==> config.mk <==
export PLATFORM = sky130hd
export DESIGN_NAME = d16_core_flat
export DESIGN_NICKNAME = d
export VERILOG_FILES = /design/src/rtl/d16_dram_if.sv /design/src/rtl/d16_core.sv /design/src/flat_wrapper.sv
export SDC_FILE = /design/constraint.sdc
export NUM_CORES = 1
export LEC_CHECK = 0
export ABC_AREA = 1
export CAP_MARGIN = 20
export CORE_MARGIN = 2
export CORE_UTILIZATION = 59
export DETAILED_ROUTE_END_ITERATION = 8
export PLACE_DENSITY = 0.88
export RECOVER_POWER = 100
export SLEW_MARGIN = 5
export SYNTH_ARGS = -nofsm -noshare
export SYNTH_HDL_FRONTEND = slang
export SYNTH_SLANG_ARGS = --single-unit
==> constraint.sdc <==
create_clock -name clk -period 3 [get_ports clk]
set_clock_uncertainty 0.05 [all_clocks]
set_input_delay 0.9 -clock clk [delete_from_list [all_inputs] [get_ports clk]]
set_output_delay 0.9 -clock clk [all_outputs]
set_load 0.01 [all_outputs]
==> src/rtl/d16_dram_if.sv <==
// d16_dram_if: level-held request / one-cycle completion bus to the external DRAM controller
interface d16_dram_if;
   logic [31:0] dram_data_in;
   logic        dram_data_valid;
   logic        dram_write_complete;
   logic [31:0] dram_data_out;
   logic [23:0] dram_addr;
   logic        dram_req_read;
   logic        dram_req_write;
   modport master(input dram_data_in, dram_data_valid, dram_write_complete,
                  output dram_data_out, dram_addr, dram_req_read, dram_req_write);
   modport slave(output dram_data_in, dram_data_valid, dram_write_complete,
                 input dram_data_out, dram_addr, dram_req_read, dram_req_write);
endinterface

==> src/rtl/d16_core.sv <==
// d16_core: DRAM boot self-test, then UART-to-DRAM store/echo engine with LEDs and switch tone
module d16_core #(
   parameter int CLKS_PER_BIT = 434,
   parameter int SND_DIV      = 1024
) (
   input  logic       clk,
   input  logic       rst_n,
   input  logic       rx,
   input  logic [3:0] switches,
   output logic [7:0] LED,
   output logic       tx,
   output logic       snd_out,
   output logic [3:0] snd_signals,
   d16_dram_if.master bus
);
   localparam logic [2:0] S_BW = 3'd0, S_BR = 3'd1, S_IDLE = 3'd2, S_WR = 3'd3, S_RD = 3'd4, S_TX = 3'd5;
   localparam int BW = $clog2(CLKS_PER_BIT);
   localparam logic [BW-1:0] BL = BW'(CLKS_PER_BIT - 1);
   localparam logic [BW-1:0] BH = BW'(CLKS_PER_BIT / 2 - 1);
   localparam int SW = $clog2(SND_DIV * 15 + 1);
   logic [2:0]    st;
   logic [23:0]   wp;
   logic [7:0]    b;
   logic [9:0]    tx_sh;
   logic [BW-1:0] tx_cnt, rx_cnt;
   logic [3:0]    tx_bit, rx_bit;
   logic          s1, s2, s3, rx_act, full;
   logic [7:0]    rx_sh, rx_buf;
   logic [SW-1:0] snd_cnt, lim;
   assign tx  = tx_sh[0];
   assign lim = SW'(SND_DIV) * SW'(snd_signals);
   always_ff @(posedge clk) begin
      if (rst_n) begin
         st                 <= S_BW;
         bus.dram_req_write <= 1'b0;
         bus.dram_req_read  <= 1'b0;
         bus.dram_addr      <= 24'd0;
         bus.dram_data_out  <= 32'd0;
         LED                <= 8'd0;
         wp                 <= 24'h000001;
         b                  <= 8'd0;
         tx_sh              <= '1;
         tx_cnt             <= '0;
         tx_bit             <= 4'd0;
      end else begin
         // requests issue from a dropped request, so one idle cycle always separates them
         if (st == S_BW || st == S_WR) begin
            if (!bus.dram_req_write) begin
               bus.dram_req_write <= 1'b1;
               bus.dram_addr      <= st == S_WR ? wp : 24'd0;
               bus.dram_data_out  <= st == S_WR ? {24'h0, b} : 32'd0;
            end else if (bus.dram_write_complete) begin
               bus.dram_req_write <= 1'b0;
               st                 <= st == S_WR ? S_RD : S_BR;
            end
         end
         if (st == S_BR || st == S_RD) begin
            if (!bus.dram_req_read) begin
               bus.dram_req_read <= 1'b1;
               bus.dram_addr     <= st == S_RD ? wp : 24'd0;
            end else if (bus.dram_data_valid) begin
               bus.dram_req_read <= 1'b0;
               LED               <= bus.dram_data_in[7:0];
               st                <= st == S_RD ? S_TX : S_IDLE;
               if (st == S_RD) begin
                  wp     <= wp + 24'd1;
                  tx_sh  <= {1'b1, bus.dram_data_in[7:0], 1'b0};
                  tx_cnt <= '0;
                  tx_bit <= 4'd0;
               end
            end
         end
         if (st == S_IDLE && full) begin
            b  <= rx_buf;
            st <= S_WR;
         end
         if (st == S_TX) begin
            if (tx_cnt == BL) begin
               tx_cnt <= '0;
               tx_sh  <= {1'b1, tx_sh[9:1]};
               tx_bit <= tx_bit + 4'd1;
               if (tx_bit == 4'd9) st <= S_IDLE;
            end else tx_cnt <= tx_cnt + BW'(1);
         end
      end
   end
   always_ff @(posedge clk) begin
      if (rst_n) begin
         {s3, s2, s1} <= 3'b111;
         rx_act       <= 1'b0;
         rx_cnt       <= '0;
         rx_bit       <= 4'd0;
         rx_sh        <= 8'd0;
         rx_buf       <= 8'd0;
         full         <= 1'b0;
      end else begin
         {s3, s2, s1} <= {s2, s1, rx};
         if (st == S_IDLE && full) full <= 1'b0;
         if (!rx_act) begin
            if (s3 && !s2) begin
               rx_act <= 1'b1;
               rx_cnt <= '0;
               rx_bit <= 4'd0;
            end
         end else if (rx_cnt != (rx_bit == 4'd0 ? BH : BL)) rx_cnt <= rx_cnt + BW'(1);
         else begin
            rx_cnt <= '0;
            rx_bit <= rx_bit + 4'd1;
            if (rx_bit == 4'd0 && s2) rx_act <= 1'b0;
            else if (rx_bit == 4'd9) begin
               rx_act <= 1'b0;
               // a byte arriving while the buffer is still full is dropped
               if (s2 && !full) begin
                  rx_buf <= rx_sh;
                  full   <= 1'b1;
               end
            end else if (rx_bit != 4'd0) rx_sh <= {s2, rx_sh[7:1]};
         end
      end
   end
   always_ff @(posedge clk) begin
      if (rst_n) begin
         snd_signals <= 4'd0;
         snd_out     <= 1'b0;
         snd_cnt     <= '0;
      end else begin
         snd_signals <= switches;
         if (snd_signals == 4'd0) begin
            snd_out <= 1'b0;
            snd_cnt <= '0;
         end else if (switches != snd_signals) snd_cnt <= '0;
         else if (snd_cnt == lim - SW'(1)) begin
            snd_cnt <= '0;
            snd_out <= ~snd_out;
         end else snd_cnt <= snd_cnt + SW'(1);
      end
   end
endmodule

==> src/flat_wrapper.sv <==
// flat-port wrapper written by rule: the top's interface ports become plain ports
module d16_core_flat 
#(
   parameter int CLKS_PER_BIT = 434,
   parameter int SND_DIV      = 1024
)
  (clk, rst_n, rx, switches, LED, tx, snd_out, snd_signals, bus_dram_data_in, bus_dram_data_valid, bus_dram_write_complete, bus_dram_data_out, bus_dram_addr, bus_dram_req_read, bus_dram_req_write);
  d16_dram_if bus_i ();
  input  logic clk;
  input  logic rst_n;
  input  logic rx;
  input  logic [3:0] switches;
  output logic [7:0] LED;
  output logic tx;
  output logic snd_out;
  output logic [3:0] snd_signals;
  input wire logic [$bits(bus_i.dram_data_in)-1:0] bus_dram_data_in;
  input wire logic [$bits(bus_i.dram_data_valid)-1:0] bus_dram_data_valid;
  input wire logic [$bits(bus_i.dram_write_complete)-1:0] bus_dram_write_complete;
  output wire logic [$bits(bus_i.dram_data_out)-1:0] bus_dram_data_out;
  output wire logic [$bits(bus_i.dram_addr)-1:0] bus_dram_addr;
  output wire logic [$bits(bus_i.dram_req_read)-1:0] bus_dram_req_read;
  output wire logic [$bits(bus_i.dram_req_write)-1:0] bus_dram_req_write;
  assign bus_i.dram_data_in = bus_dram_data_in;
  assign bus_i.dram_data_valid = bus_dram_data_valid;
  assign bus_i.dram_write_complete = bus_dram_write_complete;
  assign bus_dram_data_out = bus_i.dram_data_out;
  assign bus_dram_addr = bus_i.dram_addr;
  assign bus_dram_req_read = bus_i.dram_req_read;
  assign bus_dram_req_write = bus_i.dram_req_write;
  d16_core #(.CLKS_PER_BIT(CLKS_PER_BIT), .SND_DIV(SND_DIV)) u_core (.clk(clk), .rst_n(rst_n), .rx(rx), .switches(switches), .LED(LED), .tx(tx), .snd_out(snd_out), .snd_signals(snd_signals), .bus(bus_i));
endmodule
==> impl_metrics.prom <==
# TYPE chip_impl_metric gauge
chip_impl_metric{name="syn_inst",unit=""} 1085
chip_impl_info{name="cts_root_buf",value="sky130_fd_sc_hd__clkbuf_16"} 1
chip_impl_metric{name="nets",unit=""} 1192
chip_impl_metric{name="power_per_cell_area",unit="mW/mm2"} 535.5
chip_impl_info{name="origin_of_the_worst_min_delay_path",value="u_core.s1"} 1
chip_impl_metric{name="fmaxAchievable",unit="MHz"} 387.5
chip_impl_metric{name="grt_pass1_wl",unit="um"} 27850
chip_impl_metric{name="synth_compound_gate_area_share",unit=""} 0.1044
chip_impl_info{name="setup.worst_path.start",value="bus_dram_data_valid"} 1
chip_impl_metric{name="seq_area_frac_synth",unit=""} 0.4088
chip_impl_info{name="layout_common_cells",value="238 x sky130_fd_sc_hd__nand2_1, 166 x sky130_fd_sc_hd__nor2_1, 153 x sky130_fd_sc_hd__dfxtp_1"} 1
chip_impl_metric{name="ir_drop",unit="mV"} 0.4213
chip_impl_info{name="cts_tree",value="done"} 1
chip_impl_info{name="regToRegStartpoint",value="u_core.rx_bit[0]"} 1
chip_impl_metric{name="grt_start_max_net_pins",unit=""} 49
chip_impl_metric{name="drv.max_cap_violation_count",unit=""} 0
chip_impl_metric{name="leakagePower",unit="nW"} 3.642
chip_impl_info{name="start_kind",value="primary input"} 1
chip_impl_metric{name="grt_antenna_before_repair",unit=""} 0
chip_impl_metric{name="finalWirelength",unit="um"} 16370
chip_impl_metric{name="synth_xor_area_frac",unit=""} 0.02221
chip_impl_metric{name="worst_setup_hold_path_clk_slew",unit="ps"} 60
chip_impl_info{name="setup.worst_path.end_class",value="flop"} 1
chip_impl_metric{name="syn_area",unit="mm2"} 0.007492
chip_impl_metric{name="detailroute.via_count",unit=""} 7007
chip_impl_metric{name="track_usage",unit=""} 0.2504
chip_impl_metric{name="cts.path.max_buffers",unit=""} 2
chip_impl_metric{name="flops_latches_synth",unit=""} 153
chip_impl_metric{name="detail_route.drc_violations",unit=""} 0
chip_impl_metric{name="ys_types",unit=""} 41
chip_impl_info{name="hp-class",value="flop to flop"} 1
chip_impl_metric{name="floorplan.die.width",unit="um"} 116.7
chip_impl_metric{name="synth.mux.area_fraction",unit=""} 0
chip_impl_metric{name="syn2layout_area_growth",unit="%"} 16.28
chip_impl_metric{name="numCtsBuffers",unit=""} 17
chip_impl_metric{name="crit_fanout",unit=""} 8
chip_impl_metric{name="final_min_period_over_clock_period",unit=""} 0.8601
chip_impl_metric{name="filler_cells_inserted",unit=""} 1043
chip_impl_metric{name="place.detailed.hpwl",unit="um"} 10910
chip_impl_metric{name="floorplan.initialDensity",unit=""} 0.5986
chip_impl_metric{name="report.final.hold_viol_count",unit=""} 0
chip_impl_metric{name="synth_area_per_cell",unit="um2"} 6.905
chip_impl_metric{name="cts_resized",unit=""} 0
chip_impl_metric{name="h-tree-depth",unit=""} 4
chip_impl_info{name="worstSetupPathType",value="primary input to flop"} 1
chip_impl_metric{name="clock-sinks",unit=""} 153
chip_impl_metric{name="fp.dieArea",unit="mm2"} 0.01362
chip_impl_metric{name="post_drt_via_cell_ratio",unit=""} 5.292
chip_impl_metric{name="timing.critical_path.required",unit="ps"} 3260
chip_impl_metric{name="placement_rows",unit=""} 41
chip_impl_metric{name="post-layout-total-power",unit="mW"} 4.665
chip_impl_metric{name="slew_viol_final",unit=""} 0
chip_impl_metric{name="die-height",unit="um"} 116.7
chip_impl_metric{name="routedWlPerCell",unit="um"} 12.37
chip_impl_metric{name="via_count_of_the_first_global_routing_pass",unit=""} 6378
chip_impl_info{name="synth_top_family_by_area",value="simple AND/OR/NAND/NOR gates"} 1
chip_impl_metric{name="cts_setup_buffers",unit=""} 0
chip_impl_metric{name="ios",unit=""} 113
chip_impl_metric{name="routabilityCongestion",unit=""} 0.9266
chip_impl_metric{name="detail_route.first_pass.iterations",unit=""} 5
chip_impl_metric{name="clock_insertion_delay_worst_skew",unit="ps"} 420
chip_impl_metric{name="share_of_final_layout_standard_cells_stronger_than_drive_strength_1",unit=""} 0.05035
chip_impl_info{name="rsz_0062_raised_after_global_routing",value="no"} 1
chip_impl_metric{name="cts-hold-fix-buffers",unit=""} 0
chip_impl_info{name="status",value="completed"} 1
chip_impl_metric{name="portBuffers",unit=""} 64
chip_impl_metric{name="dr.first_iter.drc_count",unit=""} 542
chip_impl_metric{name="final_period_minus_worst_setup_slack",unit="ps"} 2580
chip_impl_metric{name="drtAntennaViolNets",unit=""} 0
chip_impl_metric{name="finalSetupTns",unit="ps"} 0
chip_impl_metric{name="critical_path_arrival",unit="ps"} 2840
chip_impl_info{name="final_common_cell",value="sky130_fd_sc_hd__nand2_1"} 1
chip_impl_metric{name="worst_pin_slew",unit="ps"} 984.9
chip_impl_metric{name="insertedDiodeCount",unit=""} 0
chip_impl_metric{name="synthSimpleGateAreaFrac",unit=""} 0.3362
chip_impl_metric{name="maxSlewHeadroom",unit=""} 0.3426
chip_impl_metric{name="timing.final.setup_violations",unit=""} 0
chip_impl_metric{name="synth.yosys.warnings",unit=""} 0
chip_impl_metric{name="synthAdderAreaFrac",unit=""} 0.01837
chip_impl_metric{name="globalRoute.totalOverflow",unit=""} 0
chip_impl_metric{name="coreArea",unit="mm2"} 0.01252
[power by group]
part / internal (mW) / switching (mW)
combinational: 0.118 / 0.207
clock: 1.45 / 0.800
sequential: 2.07 / 0.0272
[synth_stat cells]
library cell               count  area share
sky130_fd_sc_hd__a211oi_1      2      0.0020
sky130_fd_sc_hd__a21oi_1      82       0.055
sky130_fd_sc_hd__a31oi_1       2      0.0017
sky130_fd_sc_hd__and2_1        1     0.00084
sky130_fd_sc_hd__and3_1        2      0.0017
sky130_fd_sc_hd__buf_1         7      0.0035
sky130_fd_sc_hd__buf_2         9      0.0060
sky130_fd_sc_hd__buf_4        29       0.029
sky130_fd_sc_hd__buf_6         3      0.0045
sky130_fd_sc_hd__clkbuf_1     17      0.0085
sky130_fd_sc_hd__clkbuf_2      2      0.0013
sky130_fd_sc_hd__conb_1        1     0.00050
sky130_fd_sc_hd__dfxtp_1     153        0.41
sky130_fd_sc_hd__ha_1         11       0.018
sky130_fd_sc_hd__inv_1       109       0.055
sky130_fd_sc_hd__inv_2         4      0.0020
sky130_fd_sc_hd__nand2_1     237        0.12
sky130_fd_sc_hd__nand2_2       2      0.0017
sky130_fd_sc_hd__nand2_4       1      0.0015
sky130_fd_sc_hd__nand3_1     103       0.069
sky130_fd_sc_hd__nand3_2       2      0.0027
sky130_fd_sc_hd__nand3b_1      2      0.0020
sky130_fd_sc_hd__nand4_1      27       0.023
sky130_fd_sc_hd__nand4_2       1      0.0017
sky130_fd_sc_hd__nor2_1      164       0.082
sky130_fd_sc_hd__nor2_2        3      0.0025
sky130_fd_sc_hd__nor2_4        5      0.0075
sky130_fd_sc_hd__nor3_1       12      0.0080
sky130_fd_sc_hd__nor3_2        1      0.0013
sky130_fd_sc_hd__nor3_4        2      0.0043
sky130_fd_sc_hd__nor3b_1       4      0.0040
sky130_fd_sc_hd__nor4_1        2      0.0017
sky130_fd_sc_hd__o211ai_1     11       0.011
sky130_fd_sc_hd__o21ai_0      44       0.029
sky130_fd_sc_hd__o21ai_1       1     0.00067
sky130_fd_sc_hd__o21ai_2       1      0.0012
sky130_fd_sc_hd__o22ai_1       2      0.0017
sky130_fd_sc_hd__o31ai_1       2      0.0020
sky130_fd_sc_hd__or2_2         3      0.0025
sky130_fd_sc_hd__xnor2_1       2      0.0023
sky130_fd_sc_hd__xor2_1       17       0.020
[routing by layer]
layer  GRT usage  vias up  share of wire
met5           0        -              0
met2      0.4235      191           0.49
li1            -     3576              -
met3     0.05397       22          0.051
met4     0.08235        0          0.012
met1      0.3192     3218           0.45
[layout make-up]
cell class                      instances  area, um2  share of cell area
Clock inverter                          9      145.1             0.01666
Inverter                              113      424.2             0.04869
Multi-Input combinational cell        775       3661              0.4202
Timing Repair Buffer                   80      729.5             0.08373
Sequential cell                       153       3063              0.3516
Tap cell                              172      215.2             0.02470
Clock buffer                           22      474.2             0.05443
[flip-flops by register name (all words and copies together) (netlist names)]
register and count:
u_core.snd_out 1, u_core.tx_sh 10, u_core.LED 8, u_core.rx_buf 8, u_core.rx_bit 4, u_core.b 8
u_core.s1 1, u_core.bus.dram_data_out 8, u_core.rx_cnt 9, u_core.tx_cnt 9, u_core.tx_bit 4, u_core.bus.dram_addr 24
u_core.snd_signals 4, u_core.bus.dram_req_read 1, u_core.st 3, u_core.s2 1, u_core.full 1, u_core.s3 1
u_core.rx_act 1, u_core.bus.dram_req_write 1, u_core.snd_cnt 14, u_core.rx_sh 8, u_core.wp 24
[worst paths after layout]
check,end,slack (ps),cells past startpoint
hold reg to reg,u_core.s2,370,1
setup / recovery,u_core.LED[4],420,8
hold / removal,u_core.s2,370,1
setup reg to reg,u_core.rx_sh[2],740,10
[cells by family (layout without fill, tap and decap cells)]
| family | after synthesis | after routing |
|---|---|---|
| other | 1 | 24 |
| DFF | 153 | 153 |
| adders and majority gates | 11 | 11 |
| xor gates and xnor gates | 19 | 19 |
| buffers and inverters | 180 | 224 |
| and+or+nand+nor | 574 | 574 |
| AOI/OAI and AO/OA | 147 | 147 |
[critical path, cell delays in order]
cell and delay (ps):
sky130_fd_sc_hd__dlygate4sd3_1 560, sky130_fd_sc_hd__nand2_1 90, sky130_fd_sc_hd__nor3_1 330, sky130_fd_sc_hd__clkbuf_1 300
sky130_fd_sc_hd__nor2_1 180, sky130_fd_sc_hd__clkbuf_1 200, sky130_fd_sc_hd__o21ai_0 220, sky130_fd_sc_hd__nor2_1 70
[through the flow]
step           instances  worst slack (ps)  cell area [um2]  hold WS (ps)    util
6_report            1324             419.6             8712         367.6  0.6960
5_1_grt             1324             304.6             8712         389.9  0.6960
4_1_cts             1324             624.4             8772         371.6  0.7008
3_5_place_dp        1293             335.7             8153         354.1  0.6513
3_3_place_gp        1293             392.8             8153         344.6  0.6513
2_1_floorplan       1108              1083             7579         339.5       -
Note: power is estimated with default switching activity, not from simulation.
